$ cat config.mk
export PLATFORM = sky130hd
export DESIGN_NAME = fir_result_streamer_flat
export DESIGN_NICKNAME = d
export VERILOG_FILES = /design/src/rtl/fir_pkg.sv /design/src/rtl/fir_result_streamer_if.sv /design/src/rtl/fir_result_streamer_skid_fifo.sv /design/src/rtl/fir_result_streamer.sv /design/src/flat_wrapper.sv
export SDC_FILE = /design/constraint.sdc
export NUM_CORES = 1
export LEC_CHECK = 0
export CAP_MARGIN = 20
export CORE_UTILIZATION = 50
export CTS_BUF_LIST = sky130_fd_sc_hd__clkbuf_4 sky130_fd_sc_hd__clkbuf_8
export DETAILED_ROUTE_END_ITERATION = 7
export PLACE_DENSITY = 0.81
export SKIP_CTS_REPAIR_TIMING = 1
export SLEW_MARGIN = 0
export SYNTH_ARGS = -nofsm -noshare
export SYNTH_HDL_FRONTEND = slang
export SYNTH_HIERARCHICAL = 1
export SYNTH_SLANG_ARGS = --single-unit
$ cat constraint.sdc
create_clock -name clk100 -period 4.65 [get_ports clk100]
set_input_delay 0.93 -clock clk100 [delete_from_list [all_inputs] [get_ports clk100]]
set_output_delay 0.93 -clock clk100 [all_outputs]
set_load 0.02 [all_outputs]
$ cat src/rtl/fir_pkg.sv
// Shared definitions for the FIR core, its sample/result memories and the
// result streamer. Holds the common widths and the streamer FSM encoding so
// that checkers and debug taps can decode the state exposed by the streamer.
package fir_pkg;

  localparam int SAMPLE_W   = 22;   // filtered sample / result memory word
  localparam int COEF_W     = 13;   // coefficient width used by the FIR core
  localparam int MEM_ADDR_W = 8;    // result memory address width
  localparam int MEM_DEPTH  = 256;  // result memory words

  // Result streamer control states.
  typedef enum logic [1:0] {
    ST_IDLE  = 2'd0,
    ST_READ  = 2'd1,
    ST_DRAIN = 2'd2,
    ST_FIN   = 2'd3
  } streamer_state_e;

endpackage

$ cat src/rtl/fir_result_streamer_if.sv
// Bus bundles used by the FIR result streamer.
//
// fir_mem_rd_if : read port of the result memory.
//   mem_rd_en   master->slave  read strobe
//   mem_addr    master->slave  read address
//   mem_rd_data slave->master  read data, valid a fixed latency after mem_rd_en
//
// fir_stream_if : ordered sample stream.
//   out_valid   master->slave  sample present
//   out_ready   slave->master  downstream accept
//   out_data    master->slave  sample value
//   out_last    master->slave  final sample of the frame
//
// Handshake: a beat transfers on a clock edge where out_valid and out_ready
// are both 1. Once out_valid is raised it stays high, and out_data/out_last
// stay stable, until that beat transfers; out_valid never waits on out_ready.

interface fir_mem_rd_if
  import fir_pkg::*;
#(
  parameter int DATA_W = SAMPLE_W,
  parameter int ADDR_W = MEM_ADDR_W
);
  logic              mem_rd_en;
  logic [ADDR_W-1:0] mem_addr;
  logic [DATA_W-1:0] mem_rd_data;

  modport master (output mem_rd_en, output mem_addr, input mem_rd_data);
  modport slave  (input mem_rd_en, input mem_addr, output mem_rd_data);
endinterface

interface fir_stream_if
  import fir_pkg::*;
#(
  parameter int DATA_W = SAMPLE_W
);
  logic              out_valid;
  logic              out_ready;
  logic [DATA_W-1:0] out_data;
  logic              out_last;

  modport master (output out_valid, output out_data, output out_last, input out_ready);
  modport slave  (input out_valid, input out_data, input out_last, output out_ready);
endinterface

$ cat src/rtl/fir_result_streamer_skid_fifo.sv
// fir_skid_fifo: small synchronous FIFO with an occupancy count.
// The head entry is presented combinationally. There is no overflow or
// underflow protection: the owner must only push when space is guaranteed
// and only pop when not empty. Push and pop in the same cycle are allowed.
//
// Ports:
//   clk_i        clock
//   rst_n_i      synchronous active-low reset (empties the FIFO)
//   push_i       write push_data_i at the tail
//   push_data_i  data to write
//   pop_i        drop the head entry
//   head_o       current head entry
//   empty_o      FIFO holds no entries
//   count_o      number of entries held
module fir_skid_fifo #(
  parameter int W = 22,
  parameter int D = 2
) (
  input  logic                   clk_i,
  input  logic                   rst_n_i,
  input  logic                   push_i,
  input  logic [W-1:0]           push_data_i,
  input  logic                   pop_i,
  output logic [W-1:0]           head_o,
  output logic                   empty_o,
  output logic [$clog2(D+1)-1:0] count_o
);

  localparam int PTR_W = (D > 1) ? $clog2(D) : 1;
  localparam int CNT_W = $clog2(D + 1);
  localparam logic [PTR_W-1:0] PTR_ONE  = PTR_W'(1);
  localparam logic [PTR_W-1:0] PTR_LAST = PTR_W'(D - 1);
  localparam logic [CNT_W-1:0] CNT_ONE  = CNT_W'(1);

  logic [W-1:0]     mem_q [D];
  logic [PTR_W-1:0] wr_ptr_q, wr_ptr_d;
  logic [PTR_W-1:0] rd_ptr_q, rd_ptr_d;
  logic [CNT_W-1:0] count_q, count_d;

  always_comb begin
    wr_ptr_d = wr_ptr_q;
    rd_ptr_d = rd_ptr_q;
    count_d  = count_q;
    if (push_i) wr_ptr_d = (wr_ptr_q == PTR_LAST) ? '0 : wr_ptr_q + PTR_ONE;
    if (pop_i)  rd_ptr_d = (rd_ptr_q == PTR_LAST) ? '0 : rd_ptr_q + PTR_ONE;
    case ({push_i, pop_i})
      2'b10:   count_d = count_q + CNT_ONE;
      2'b01:   count_d = count_q - CNT_ONE;
      default: count_d = count_q;
    endcase
  end

  always_ff @(posedge clk_i) begin
    if (!rst_n_i) begin
      wr_ptr_q <= '0;
      rd_ptr_q <= '0;
      count_q  <= '0;
    end else begin
      wr_ptr_q <= wr_ptr_d;
      rd_ptr_q <= rd_ptr_d;
      count_q  <= count_d;
    end
  end

  // Storage needs no reset; stale words are never visible while empty.
  always_ff @(posedge clk_i) begin
    if (push_i) mem_q[wr_ptr_q] <= push_data_i;
  end

  assign head_o  = mem_q[rd_ptr_q];
  assign empty_o = (count_q == '0);
  assign count_o = count_q;

endmodule

$ cat src/rtl/fir_result_streamer.sv
// fir_result_streamer: reads a frame of filtered samples back from the FIR
// result memory and delivers them in address order as a valid/ready stream.
// Reads are issued only when the skid FIFO is guaranteed to have room for the
// returning word, which hides the memory read latency and sustains one sample
// per cycle while downstream keeps out_ready high.
//
// Ports:
//   clk100       clock
//   reset        synchronous active-low reset; aborts any frame
//   start        one-cycle frame start, honoured only when idle
//   base_addr    first address of the frame (latched on start)
//   num_samples  frame length 0..2^ADDR_W (latched on start)
//   mem          result memory read port (master)
//   strm         output sample stream (master)
//   busy         frame in progress
//   done         one-cycle pulse when the frame has completed
//   dbg_state_o  current FSM state
module fir_result_streamer
  import fir_pkg::*;
#(
  parameter int DATA_W = SAMPLE_W,
  parameter int ADDR_W = MEM_ADDR_W,
  parameter int FIFO_D = 2,
  parameter int RD_LAT = 1
) (
  input  logic              clk100,
  input  logic              reset,
  input  logic              start,
  input  logic [ADDR_W-1:0] base_addr,
  input  logic [ADDR_W:0]   num_samples,
  fir_mem_rd_if.master      mem,
  fir_stream_if.master      strm,
  output logic              busy,
  output logic              done,
  output streamer_state_e   dbg_state_o
);

  localparam int CNT_W  = $clog2(FIFO_D + 1);
  localparam int CRED_W = $clog2(FIFO_D + RD_LAT + 1) + 1;
  localparam logic [ADDR_W:0]   N_ONE    = (ADDR_W + 1)'(1);
  localparam logic [CRED_W-1:0] CRED_ONE = CRED_W'(1);
  localparam logic [CRED_W-1:0] CRED_MAX = CRED_W'(FIFO_D);

  streamer_state_e   state_q, state_d;
  logic [ADDR_W-1:0] base_q, base_d;
  logic [ADDR_W:0]   num_q, num_d;
  logic [ADDR_W:0]   issued_q, issued_d;
  logic [ADDR_W:0]   delivered_q, delivered_d;
  logic [CRED_W-1:0] inflight_q, inflight_d;
  logic [RD_LAT-1:0] rd_pipe_q, rd_pipe_d;

  logic [CNT_W-1:0]  fifo_count;
  logic              fifo_empty;
  logic [DATA_W-1:0] fifo_head;
  logic              rd_en;
  logic              push;
  logic              pop;
  logic              last_beat;
  logic [CRED_W-1:0] credit_used;

  // Word returning from memory this cycle.
  assign push = rd_pipe_q[RD_LAT-1];

  assign strm.out_valid = !fifo_empty;
  assign pop            = strm.out_valid & strm.out_ready;
  assign last_beat      = strm.out_valid & (delivered_q == num_q - N_ONE);
  assign strm.out_last  = last_beat;
  assign strm.out_data  = strm.out_valid ? fifo_head : '0;

  // Slots already claimed: entries held plus reads still in flight. A pop
  // this cycle frees its slot at the same edge the new read is issued, which
  // keeps the stream bubble-free with a FIFO only RD_LAT+1 deep.
  assign credit_used = CRED_W'(fifo_count) + inflight_q - (pop ? CRED_ONE : '0);

  assign rd_en = (state_q == ST_READ) && (issued_q < num_q) && (credit_used < CRED_MAX);

  assign mem.mem_rd_en = rd_en;
  assign mem.mem_addr  = rd_en ? (base_q + issued_q[ADDR_W-1:0]) : '0;

  assign rd_pipe_d = (rd_pipe_q << 1) | RD_LAT'(rd_en);

  always_comb begin
    inflight_d = inflight_q;
    if (rd_en && !push)      inflight_d = inflight_q + CRED_ONE;
    else if (!rd_en && push) inflight_d = inflight_q - CRED_ONE;
  end

  always_comb begin
    state_d     = state_q;
    base_d      = base_q;
    num_d       = num_q;
    issued_d    = issued_q + (rd_en ? N_ONE : '0);
    delivered_d = delivered_q + (pop ? N_ONE : '0);
    busy        = 1'b0;
    done        = 1'b0;
    case (state_q)
      ST_IDLE: begin
        if (start) begin
          base_d      = base_addr;
          num_d       = num_samples;
          issued_d    = '0;
          delivered_d = '0;
          state_d     = (num_samples == '0) ? ST_FIN : ST_READ;
        end
      end
      ST_READ: begin
        busy = 1'b1;
        if (rd_en && (issued_q + N_ONE == num_q)) state_d = ST_DRAIN;
      end
      ST_DRAIN: begin
        busy = 1'b1;
        // Leave on the final handshake so done follows the last beat directly.
        if (pop && last_beat) state_d = ST_FIN;
      end
      ST_FIN: begin
        done    = 1'b1;
        state_d = ST_IDLE;
      end
      default: state_d = ST_IDLE;
    endcase
  end

  always_ff @(posedge clk100) begin
    if (!reset) begin
      state_q     <= ST_IDLE;
      base_q      <= '0;
      num_q       <= '0;
      issued_q    <= '0;
      delivered_q <= '0;
      inflight_q  <= '0;
      rd_pipe_q   <= '0;
    end else begin
      state_q     <= state_d;
      base_q      <= base_d;
      num_q       <= num_d;
      issued_q    <= issued_d;
      delivered_q <= delivered_d;
      inflight_q  <= inflight_d;
      rd_pipe_q   <= rd_pipe_d;
    end
  end

  assign dbg_state_o = state_q;

  fir_skid_fifo #(
    .W (DATA_W),
    .D (FIFO_D)
  ) u_fifo (
    .clk_i       (clk100),
    .rst_n_i     (reset),
    .push_i      (push),
    .push_data_i (mem.mem_rd_data),
    .pop_i       (pop),
    .head_o      (fifo_head),
    .empty_o     (fifo_empty),
    .count_o     (fifo_count)
  );

endmodule

$ cat src/flat_wrapper.sv
// flat-port wrapper written by rule: the top's interface ports become plain ports
module fir_result_streamer_flat import fir_pkg::*;
#(
  parameter int DATA_W = SAMPLE_W,
  parameter int ADDR_W = MEM_ADDR_W,
  parameter int FIFO_D = 2,
  parameter int RD_LAT = 1
)
  (clk100, reset, start, base_addr, num_samples, busy, done, dbg_state_o, mem_mem_rd_en, mem_mem_addr, mem_mem_rd_data, strm_out_valid, strm_out_data, strm_out_last, strm_out_ready);
  fir_mem_rd_if #(.DATA_W(DATA_W), .ADDR_W(ADDR_W)) mem_i ();
  fir_stream_if #(.DATA_W(DATA_W)) strm_i ();
  input  logic clk100;
  input  logic reset;
  input  logic start;
  input  logic [ADDR_W-1:0] base_addr;
  input  logic [ADDR_W:0] num_samples;
  output logic busy;
  output logic done;
  output streamer_state_e dbg_state_o;
  output wire logic [$bits(mem_i.mem_rd_en)-1:0] mem_mem_rd_en;
  output wire logic [$bits(mem_i.mem_addr)-1:0] mem_mem_addr;
  input wire logic [$bits(mem_i.mem_rd_data)-1:0] mem_mem_rd_data;
  output wire logic [$bits(strm_i.out_valid)-1:0] strm_out_valid;
  output wire logic [$bits(strm_i.out_data)-1:0] strm_out_data;
  output wire logic [$bits(strm_i.out_last)-1:0] strm_out_last;
  input wire logic [$bits(strm_i.out_ready)-1:0] strm_out_ready;
  assign mem_mem_rd_en = mem_i.mem_rd_en;
  assign mem_mem_addr = mem_i.mem_addr;
  assign mem_i.mem_rd_data = mem_mem_rd_data;
  assign strm_out_valid = strm_i.out_valid;
  assign strm_out_data = strm_i.out_data;
  assign strm_out_last = strm_i.out_last;
  assign strm_i.out_ready = strm_out_ready;
  fir_result_streamer #(.DATA_W(DATA_W), .ADDR_W(ADDR_W), .FIFO_D(FIFO_D), .RD_LAT(RD_LAT)) u_core (.clk100(clk100), .reset(reset), .start(start), .base_addr(base_addr), .num_samples(num_samples), .mem(mem_i), .strm(strm_i), .busy(busy), .done(done), .dbg_state_o(dbg_state_o));
endmodule
==> flow_metrics.env, run 1 <==
export IMPL_start_util_pct=51.6
export IMPL_cts_clk_slew_worst_paths_ps=90
export IMPL_ir_worst_vdd_mv=0.209
export IMPL_async_reset_ff_share_pct=0
export IMPL_finalSetupTns_ps=0
export IMPL_crit_type="input pin to primary output"
export IMPL_core_area_um2=9200
export IMPL_grt_max_degree=24
export IMPL_holdPathStages=2
export IMPL_port_buffers=79
export IMPL_h_tree_depth=3
export IMPL_cp_max_fo=7
export IMPL_reg2reg_slack_ps=1100
export IMPL_r2r_worst_path_cells=16
export IMPL_synth_area_per_cell_um2=10.3
export IMPL_maxCapViolCount=0
export IMPL_status="complete, no violations"
export IMPL_diodes=0
export IMPL_hpwl_um=7460
export IMPL_rows=35
export IMPL_cts_tree="done"
export IMPL_period_minus_slack_ps=4380
export IMPL_via_per_inst=5.40
export IMPL_final_area_um2=5890
export IMPL_rsz0062_at_grt="false"
export IMPL_gp_congestion=0.914
export IMPL_ys_seq_area_share_pct=47.3
export IMPL_ios=80
export IMPL_p_leak_nw=2.35
export IMPL_synthesis_area_um2=4740
export IMPL_skew_ps=6.65
export IMPL_antenna_found_initial=0
export IMPL_worst_pin_slew_ps=1010
export IMPL_synth_area_leaders="edfxtp_1 28%, dfxtp_1 19%, ha_1 8.2%"
export IMPL_drtPass1Iterations=6
export IMPL_area_growth_pct=24.2
export IMPL_synthTopCellsByCount="49 x nand2_1, 46 x dfxtp_1, 44 x edfxtp_1, 31 x a21oi_1, 31 x ha_1"
export IMPL_dpl_cell_area_um2=5660
export IMPL_cts_buffers=9
export IMPL_dieArea_um2=9880
export IMPL_fmax_ghz=0.228
export IMPL_die_x_um=99.4
export IMPL_setup_ws_ps=274
export IMPL_place_ws_ps=-130
export IMPL_arrival_ps=3450
export IMPL_startpoint_type="input pin"
export IMPL_insertion_delay_ps=360
export IMPL_setup_viol=0
export IMPL_syn_nets=538
export IMPL_grt_pass1_wl_um=16600
export IMPL_wl_per_cell_um=15.2
export IMPL_gr_usage_all_layers_pct=21.6
export IMPL_drive_gt1_share_pct=9.72
export IMPL_clkSinkCount=90
export IMPL_yosys_area_top_type_share_pct=27.9
export IMPL_synth_edf_count=44
export IMPL_wl_um=9950
export IMPL_drtAntennaViolNets=0
export IMPL_final_nets=617
export IMPL_vias=3543
export IMPL_min_path_type="flop to flop"
export IMPL_yosys_cell_count_top_type="nand2_1"
export IMPL_cts_root_buf="clkbuf_8"
export IMPL_ys_flop_type="dfxtp_1"
export IMPL_drc=0
export IMPL_timing_rr_end="u_core/inflight_q[2]"
export IMPL_r2r_start="u_core/u_fifo/count_o[0]"
export IMPL_maxSlewViolCount=0
export IMPL_min_from="u_core/base_q[6]"
export IMPL_drt_iter0_drc=127
export IMPL_critPathRequiredTime_ps=3720
export IMPL_slew_headroom_pct=32.6
export IMPL_min_to="u_core/base_q[6]"
export IMPL_finalCritPeriodShare_pct=94.1
export IMPL_grt_pass1_vias=3499
export IMPL_yosysTopAreaCell="edfxtp_1"
export IMPL_cts_max_path_buffers=2
export IMPL_total_power_w=0.00244
export IMPL_yosysUniqueCellTypes=50
export IMPL_die_h_um=99.4
export IMPL_grt_overflow_total=0
export IMPL_end_kind="primary output"
export IMPL_hold_viol=0
export IMPL_yosysWarnings=6
export IMPL_syn_inst=461
export IMPL_power_density_nw_per_um2=414
export IMPL_ys_ff_latch=90
## how the worst max path moves through the flow
stage,start,end,slack [ps],depth (start not counted)
floorplan,strm_out_ready,u_core/inflight_q[2],470,14
detailed placement,strm_out_ready,mem_mem_addr[5],-130,11
finish,strm_out_ready,mem_mem_addr[4],270,11
CTS,strm_out_ready,mem_mem_addr[5],-170,11
global placement,strm_out_ready,mem_mem_addr[3],-90,11
global route,strm_out_ready,mem_mem_addr[3],140,11
## metal layers
layer / up-vias / part of all wire (%) / GRT usage [%]
met5: - / 0 / 0
met4: 0 / 2.9 / 9.73
li1: 1755 / - / -
met1: 1676 / 44 / 27.3
met3: 17 / 4.4 / 5.13
met2: 95 / 49 / 35.4
## cells in the final DEF, fill, tap and decap left out, types with 3 or more instances in the layout
cell type | synthesis | layout
a21oi_1 | 31 | 31
and2_1 | 7 | 7
and3_1 | 9 | 9
buf_4 | 0 | 6
clkbuf_8 | 0 | 9
clkdlybuf4s50_1 | 0 | 70
dfxtp_1 | 46 | 46
dlymetal6s2s_1 | 0 | 9
edfxtp_1 | 44 | 44
fa_1 | 3 | 3
ha_1 | 31 | 31
inv_1 | 25 | 25
mux2_2 | 22 | 22
nand2_1 | 49 | 49
nand2b_1 | 3 | 3
nand3_1 | 11 | 11
nand4_1 | 5 | 5
nor2_1 | 27 | 26
nor2b_1 | 25 | 25
nor3_1 | 4 | 4
o21a_1 | 3 | 3
o21ai_0 | 13 | 13
or3_1 | 7 | 7
xnor2_1 | 29 | 29
xor2_1 | 17 | 17
## critical path, stage by stage
cell	delay [ps]
clkdlybuf4s50_1	460
nor2b_1	180
ha_1	250
nand2b_1	160
fa_1	490
nand2_1	60
a211oi_2	220
nand3_1	170
buf_4	200
nor2_1	100
dlymetal6s2s_1	230
## sequential cells by signal, indices dropped and copies added (netlist names), named ones only
name / flops
u_core/base_q: 8
u_core/dbg_state_o: 2
u_core/delivered_q: 9
u_core/inflight_q: 3
u_core/issued_q: 9
u_core/num_q: 9
u_core/push: 1
u_core/u_fifo/count_o: 2
u_core/u_fifo/mem_q: 44
u_core/u_fifo/rd_ptr_q: 1
u_core/u_fifo/wr_ptr_q: 1
## through the flow
stage / hold WS [ps] / utilization [%] / cells
2_1_floorplan: 441 / - / 461
6_report: 469 / 64.0 / 656
3_3_place_gp: 451 / 61.3 / 639
4_1_cts: 471 / 63.7 / 656
5_1_grt: 497 / 64.0 / 656
3_5_place_dp: 459 / 61.5 / 640
## power breakdown
part / total (W) / leakage, nW / internal [W] / switching (W)
Sequential: 0.00102 / 0.771 / 0.000926 / 0.0000911
Combinational: 0.000867 / 1.48 / 0.000429 / 0.000439
Clock: 0.000554 / 0.104 / 0.000259 / 0.000295
## layout make-up
cell class	count	area [um2]
Clock buffer	9	124
Clock inverter	7	82.6
Fill cell	734	3310
Inverter	25	93.8
Multi-Input combinational cell	328	2330
Sequential cell	90	2240
Tap cell	111	139
Timing Repair Buffer	86	873
## cell families after synthesis
group           after synthesis  share of synthesized area (%)
fa+ha+maj                    34                           9.44
compound gates               67                           8.81
xor+xnor                     46                           8.49
buf+inv                      43                           3.67
mux                          24                           5.65
flops                        90                           47.3
simple gates                157                           16.7
No activity file was read; power rests on OpenSTA's default activity.
==> run 2, diff against run 1 <==
--- a/config.mk
+++ b/config.mk
@@ -16,3 +16,4 @@
 export SYNTH_HDL_FRONTEND = slang
 export SYNTH_HIERARCHICAL = 1
 export SYNTH_SLANG_ARGS = --single-unit
+export TNS_END_PERCENT = 1
==> run 2 against run 1 <==
Design area hardly changed. Cell count stayed put. First-iteration DRC count fell by 16%. Clock skew about the same. Flip-flop and latch count stayed put. Clock power barely moved. Core utilization is 0.054 points lower. Die area is the same. Largest power group unchanged. Sequential share of layout area hardly changed. Critical path depth unchanged. Clock-buffer cell count is the same.
==> flow_metrics.env, run 2 (synthesis gave the netlist of run 1 again) <==
export IMPL_fin_cells=656
export IMPL_h_tree_depth=3
export IMPL_maxCapViolCount=0
export IMPL_crit_type="input pin to primary output"
export IMPL_finalCritPeriodShare_pct=94.5
export IMPL_rows=35
export IMPL_maxSlewViolCount=0
export IMPL_start_util_pct=51.6
export IMPL_status="complete, no violations"
export IMPL_setup_ws_ps=253
export IMPL_grt_overflow_total=0
export IMPL_hpwl_um=7460
export IMPL_setup_viol=0
export IMPL_final_cell_mix="70 x clkdlybuf4s50_1, 49 x nand2_1, 46 x dfxtp_1"
export IMPL_diodes=0
export IMPL_insertion_delay_ps=360
export IMPL_port_buffers=79
export IMPL_vias=3546
export IMPL_final_common_cell="clkdlybuf4s50_1"
export IMPL_final_nets=617
export IMPL_place_ws_ps=-130
export IMPL_drive_gt1_share_pct=9.91
export IMPL_cts_tree="done"
export IMPL_cts_max_path_buffers=2
export IMPL_antenna_found_initial=0
export IMPL_startpoint_type="input pin"
export IMPL_critPathBufInv=3
export IMPL_hold_viol=0
export IMPL_final_util_pct=64.0
export IMPL_p_leak_nw=2.34
export IMPL_largest_register_ffs=44
export IMPL_fmax_ghz=0.227
export IMPL_drtPass1Iterations=4
export IMPL_arrival_ps=3470
export IMPL_via_per_inst=5.41
export IMPL_cts_buffers=9
export IMPL_gp_congestion=0.914
export IMPL_clkSinkCount=90
export IMPL_crit_family="buffers and inverters"
export IMPL_fin_hold_ws_ps=469
export IMPL_fillers=741
export IMPL_die_h_um=99.4
export IMPL_wl_per_cell_um=15.3
export IMPL_cp_max_fo=7
export IMPL_drt_iter0_drc=107
export IMPL_slowest_delay_ps=490
export IMPL_die_x_um=99.4
export IMPL_crit_chain="clkdlybuf4s50_1 > nor2b_1 > ha_1 > nand2b_1 > fa_1 > nand2_1 > a211oi_2 > nand3_1 > buf_4 > nor2_1 > dlymetal6s2s_1"
export IMPL_grt_pass1_vias=3499
export IMPL_ios=80
export IMPL_period_minus_slack_ps=4400
export IMPL_cts_root_buf="clkbuf_8"
export IMPL_rsz0062_at_grt="false"
export IMPL_critPathRequiredTime_ps=3720
export IMPL_core_area_um2=9200
export IMPL_drtAntennaViolNets=0
export IMPL_cts_clk_slew_worst_paths_ps=90
export IMPL_total_power_w=0.00244
export IMPL_wl_um=10000
export IMPL_grt_pass1_wl_um=16600
export IMPL_skew_ps=6.57
export IMPL_ir_worst_vdd_mv=0.219
export IMPL_power_density_nw_per_um2=415
export IMPL_gr_usage_all_layers_pct=21.6
export IMPL_worst_pin_slew_ps=1010
export IMPL_area_growth_pct=24.1
export IMPL_dieArea_um2=9880
export IMPL_end_kind="primary output"
export IMPL_worst_path_max_delay_cell="fa_1"
export IMPL_grt_max_degree=24
export IMPL_min_path_type="flop to flop"
export IMPL_largest_register="u_core/u_fifo/mem_q"
export IMPL_dpl_cell_count=640
export IMPL_slew_headroom_pct=32.3
export IMPL_drc=0
[run 2: area by class of cell]
| class | instances | area [um2] | area share (%) |
|---|---|---|---|
| repair buffers | 86 | 868 | 14.8 |
| flip-flops and latches | 90 | 2240 | 38.1 |
| clock inverters | 7 | 82.6 | 1.40 |
| multi-input cells | 328 | 2330 | 39.7 |
| inverters | 25 | 93.8 | 1.59 |
| well taps | 111 | 139 | 2.36 |
| clock buffers | 9 | 124 | 2.11 |
[run 2: report_power, final]
| group | switching [W] | total, W | internal [W] |
|---|---|---|---|
| clock network | 0.000296 | 0.000555 | 0.000259 |
| registers | 0.0000917 | 0.00102 | 0.000926 |
| logic | 0.000439 | 0.000867 | 0.000428 |
| total | 0.000826 | 0.00244 | 0.00161 |
[run 2: worst paths after layout]
kind	startpoint	endpoint	slack [ps]	depth (start not counted)
max	strm_out_ready	mem_mem_addr[2]	250	11
min	u_core/base_q[6]	u_core/base_q[6]	470	2
max reg2reg	u_core/u_fifo/count_o[0]	u_core/inflight_q[2]	1090	16
min reg2reg	u_core/base_q[6]	u_core/base_q[6]	470	2
[run 2: metrics by stage]
stage	TNS (ps)	area, um2
2_1_floorplan	0	4740
3_3_place_gp	-629	5640
3_5_place_dp	-957	5660
4_1_cts	-1270	5860
5_1_grt	0	5880
6_report	0	5880
[run 2: tightest hold or removal path, stage by stage (launching register included)]
cell and delay [ps]:
dfxtp_1 320, nand2_1 50, a21oi_1 50
[run 2: per-layer routing]
layer  routed length, um  GRT usage, %  vias up
met5                   0             0        -
met4                 295          9.73        0
met3                 453          5.13       17
met2                4860          35.4      102
met1                4400          27.3     1673
li1                    -             -     1754
==> run 3, diff against run 2 <==
--- a/config.mk
+++ b/config.mk
@@ -6,12 +6,12 @@
 export NUM_CORES = 1
 export LEC_CHECK = 0
 export CAP_MARGIN = 20
-export CORE_UTILIZATION = 50
+export CORE_UTILIZATION = 55
 export CTS_BUF_LIST = sky130_fd_sc_hd__clkbuf_4 sky130_fd_sc_hd__clkbuf_8
 export DETAILED_ROUTE_END_ITERATION = 7
-export PLACE_DENSITY = 0.81
+export PLACE_DENSITY = 0.87
 export SKIP_CTS_REPAIR_TIMING = 1
-export SLEW_MARGIN = 0
+export SLEW_MARGIN = 20
 export SYNTH_ARGS = -nofsm -noshare
 export SYNTH_HDL_FRONTEND = slang
 export SYNTH_HIERARCHICAL = 1
==> run 3 against run 2 <==
Hold slack worse by 1.3 ps. Global-route usage up 3.5 points. Flip-flop and latch count unchanged. Design area down 0.36%. Critical path depth unchanged. Wire length up 7.2%. Clock skew up 14 ps. Combinational power up 0.8%. Clock power down 5.0%. First-iteration DRC count up 84%. Register-to-register slack worse by 110 ps. Worst setup slack better by 2.2 ps.
==> flow_metrics.env, run 3 (synthesis gave the netlist of run 1 again) <==
export IMPL_status="complete, no violations"
export IMPL_period_minus_slack_ps=4390
export IMPL_drive_gt1_share_pct=9.58
export IMPL_insertion_delay_ps=370
export IMPL_drtPass1Iterations=4
export IMPL_worst_pin_slew_ps=1130
export IMPL_clkSinkCount=90
export IMPL_die_x_um=94.9
export IMPL_slew_headroom_pct=24.8
export IMPL_h_tree_depth=3
export IMPL_antenna_found_initial=0
export IMPL_startpoint_type="input pin"
export IMPL_min_path_type="flop to flop"
export IMPL_gr_usage_all_layers_pct=25.2
export IMPL_via_per_inst=5.66
export IMPL_total_power_w=0.00242
export IMPL_cts_root_buf="clkbuf_8"
export IMPL_hpwl_um=7790
export IMPL_grt_pass1_wl_um=17300
export IMPL_maxCapViolCount=0
export IMPL_start_util_pct=57.2
export IMPL_final_cell_mix="70 x clkdlybuf4s50_1, 49 x nand2_1, 46 x dfxtp_1"
export IMPL_critPathRequiredTime_ps=3720
export IMPL_wl_per_cell_um=16.6
export IMPL_diodes=0
export IMPL_cp_max_fo=6
export IMPL_drc=0
export IMPL_vias=3668
export IMPL_rsz0062_at_grt="false"
export IMPL_final_common_cell="clkdlybuf4s50_1"
export IMPL_ir_worst_vdd_mv=0.234
export IMPL_skew_ps=21.0
export IMPL_final_nets=615
export IMPL_p_leak_nw=2.34
export IMPL_final_util_pct=70.6
export IMPL_arrival_ps=3460
export IMPL_largest_register_ffs=44
export IMPL_holdPathStages=2
export IMPL_fmax_ghz=0.228
export IMPL_drtAntennaViolNets=0
export IMPL_die_h_um=94.9
export IMPL_maxSlewViolCount=0
export IMPL_cts_clk_slew_worst_paths_ps=80
export IMPL_grt_pass1_vias=3717
export IMPL_r2r_worst_path_cells=17
export IMPL_hold_viol=0
export IMPL_cts_tree="done"
export IMPL_end_kind="primary output"
export IMPL_finalCritPeriodShare_pct=94.5
export IMPL_dieArea_um2=9000
export IMPL_setup_viol=0
export IMPL_area_growth_pct=23.6
export IMPL_grt_max_degree=24
export IMPL_largest_register="u_core/u_fifo/mem_q"
export IMPL_cts_buffers=9
export IMPL_rows=33
export IMPL_drt_iter0_drc=197
export IMPL_wl_um=10700
export IMPL_core_area_um2=8300
export IMPL_cts_max_path_buffers=2
export IMPL_power_density_nw_per_um2=414
export IMPL_final_area_um2=5860
export IMPL_grt_overflow_total=0
export IMPL_dpl_cell_area_um2=5630
export IMPL_crit_type="input pin to primary output"
export IMPL_gp_congestion=0.887
export IMPL_ios=80
export IMPL_port_buffers=79
run 3: worst paths after layout:
kind                                               start                    to  slack (ps)
worst min register to register          u_core/base_q[4]      u_core/base_q[4]         470
worst max-delay path                      strm_out_ready       mem_mem_addr[7]         260
worst max register to register  u_core/u_fifo/count_o[0]  u_core/inflight_q[2]         980
worst min-delay path                    u_core/base_q[4]      u_core/base_q[4]         470
run 3: stage by stage:
| stage | worst slack (ps) | std cells | TNS, ps | hold WS [ps] |
|---|---|---|---|---|
| after floorplan | 468 | 461 | 0 | 441 |
| after global placement | -111 | 632 | -770 | 448 |
| after detailed placement | -214 | 632 | -1530 | 457 |
| after CTS | -229 | 648 | -1640 | 467 |
| after global routing | 103 | 648 | 0 | 498 |
| final | 256 | 648 | 0 | 468 |
run 3: per-layer routing:
| metal | up-vias | wire, um | GRT usage (%) |
|---|---|---|---|
| met1 | 1758 | 4500 | 30.4 |
| met2 | 128 | 5340 | 43.5 |
| met3 | 27 | 598 | 5.48 |
| li1 | 1755 | - | - |
| met5 | - | 0 | 0 |
| met4 | 0 | 287 | 9.97 |
run 3: where the power goes:
part	leakage [nW]	switching (W)	internal (W)	total [W]
Sequential	0.771	0.0000966	0.000927	0.00102
Clock	0.103	0.000313	0.000214	0.000527
Combinational	1.47	0.000455	0.000419	0.000874
run 3: worst max-delay path: stages:
cell and delay [ps]:
clkdlybuf4s50_1 450, nor2b_1 170, ha_1 250, nand2b_1 160, fa_1 490, nand2_1 70, a211oi_2 260, nand3_2 150
buf_4 190, nor2_1 110, dlymetal6s2s_1 240
run 3: final cells by class:
cell class,count,area (um2)
repair buffers,84,851
inverters,25,93.8
clock inverters,7,76.3
clock buffers,9,124
fillers,594,2440
flip-flops and latches,90,2240
multi-input cells,328,2340
well taps,105,131
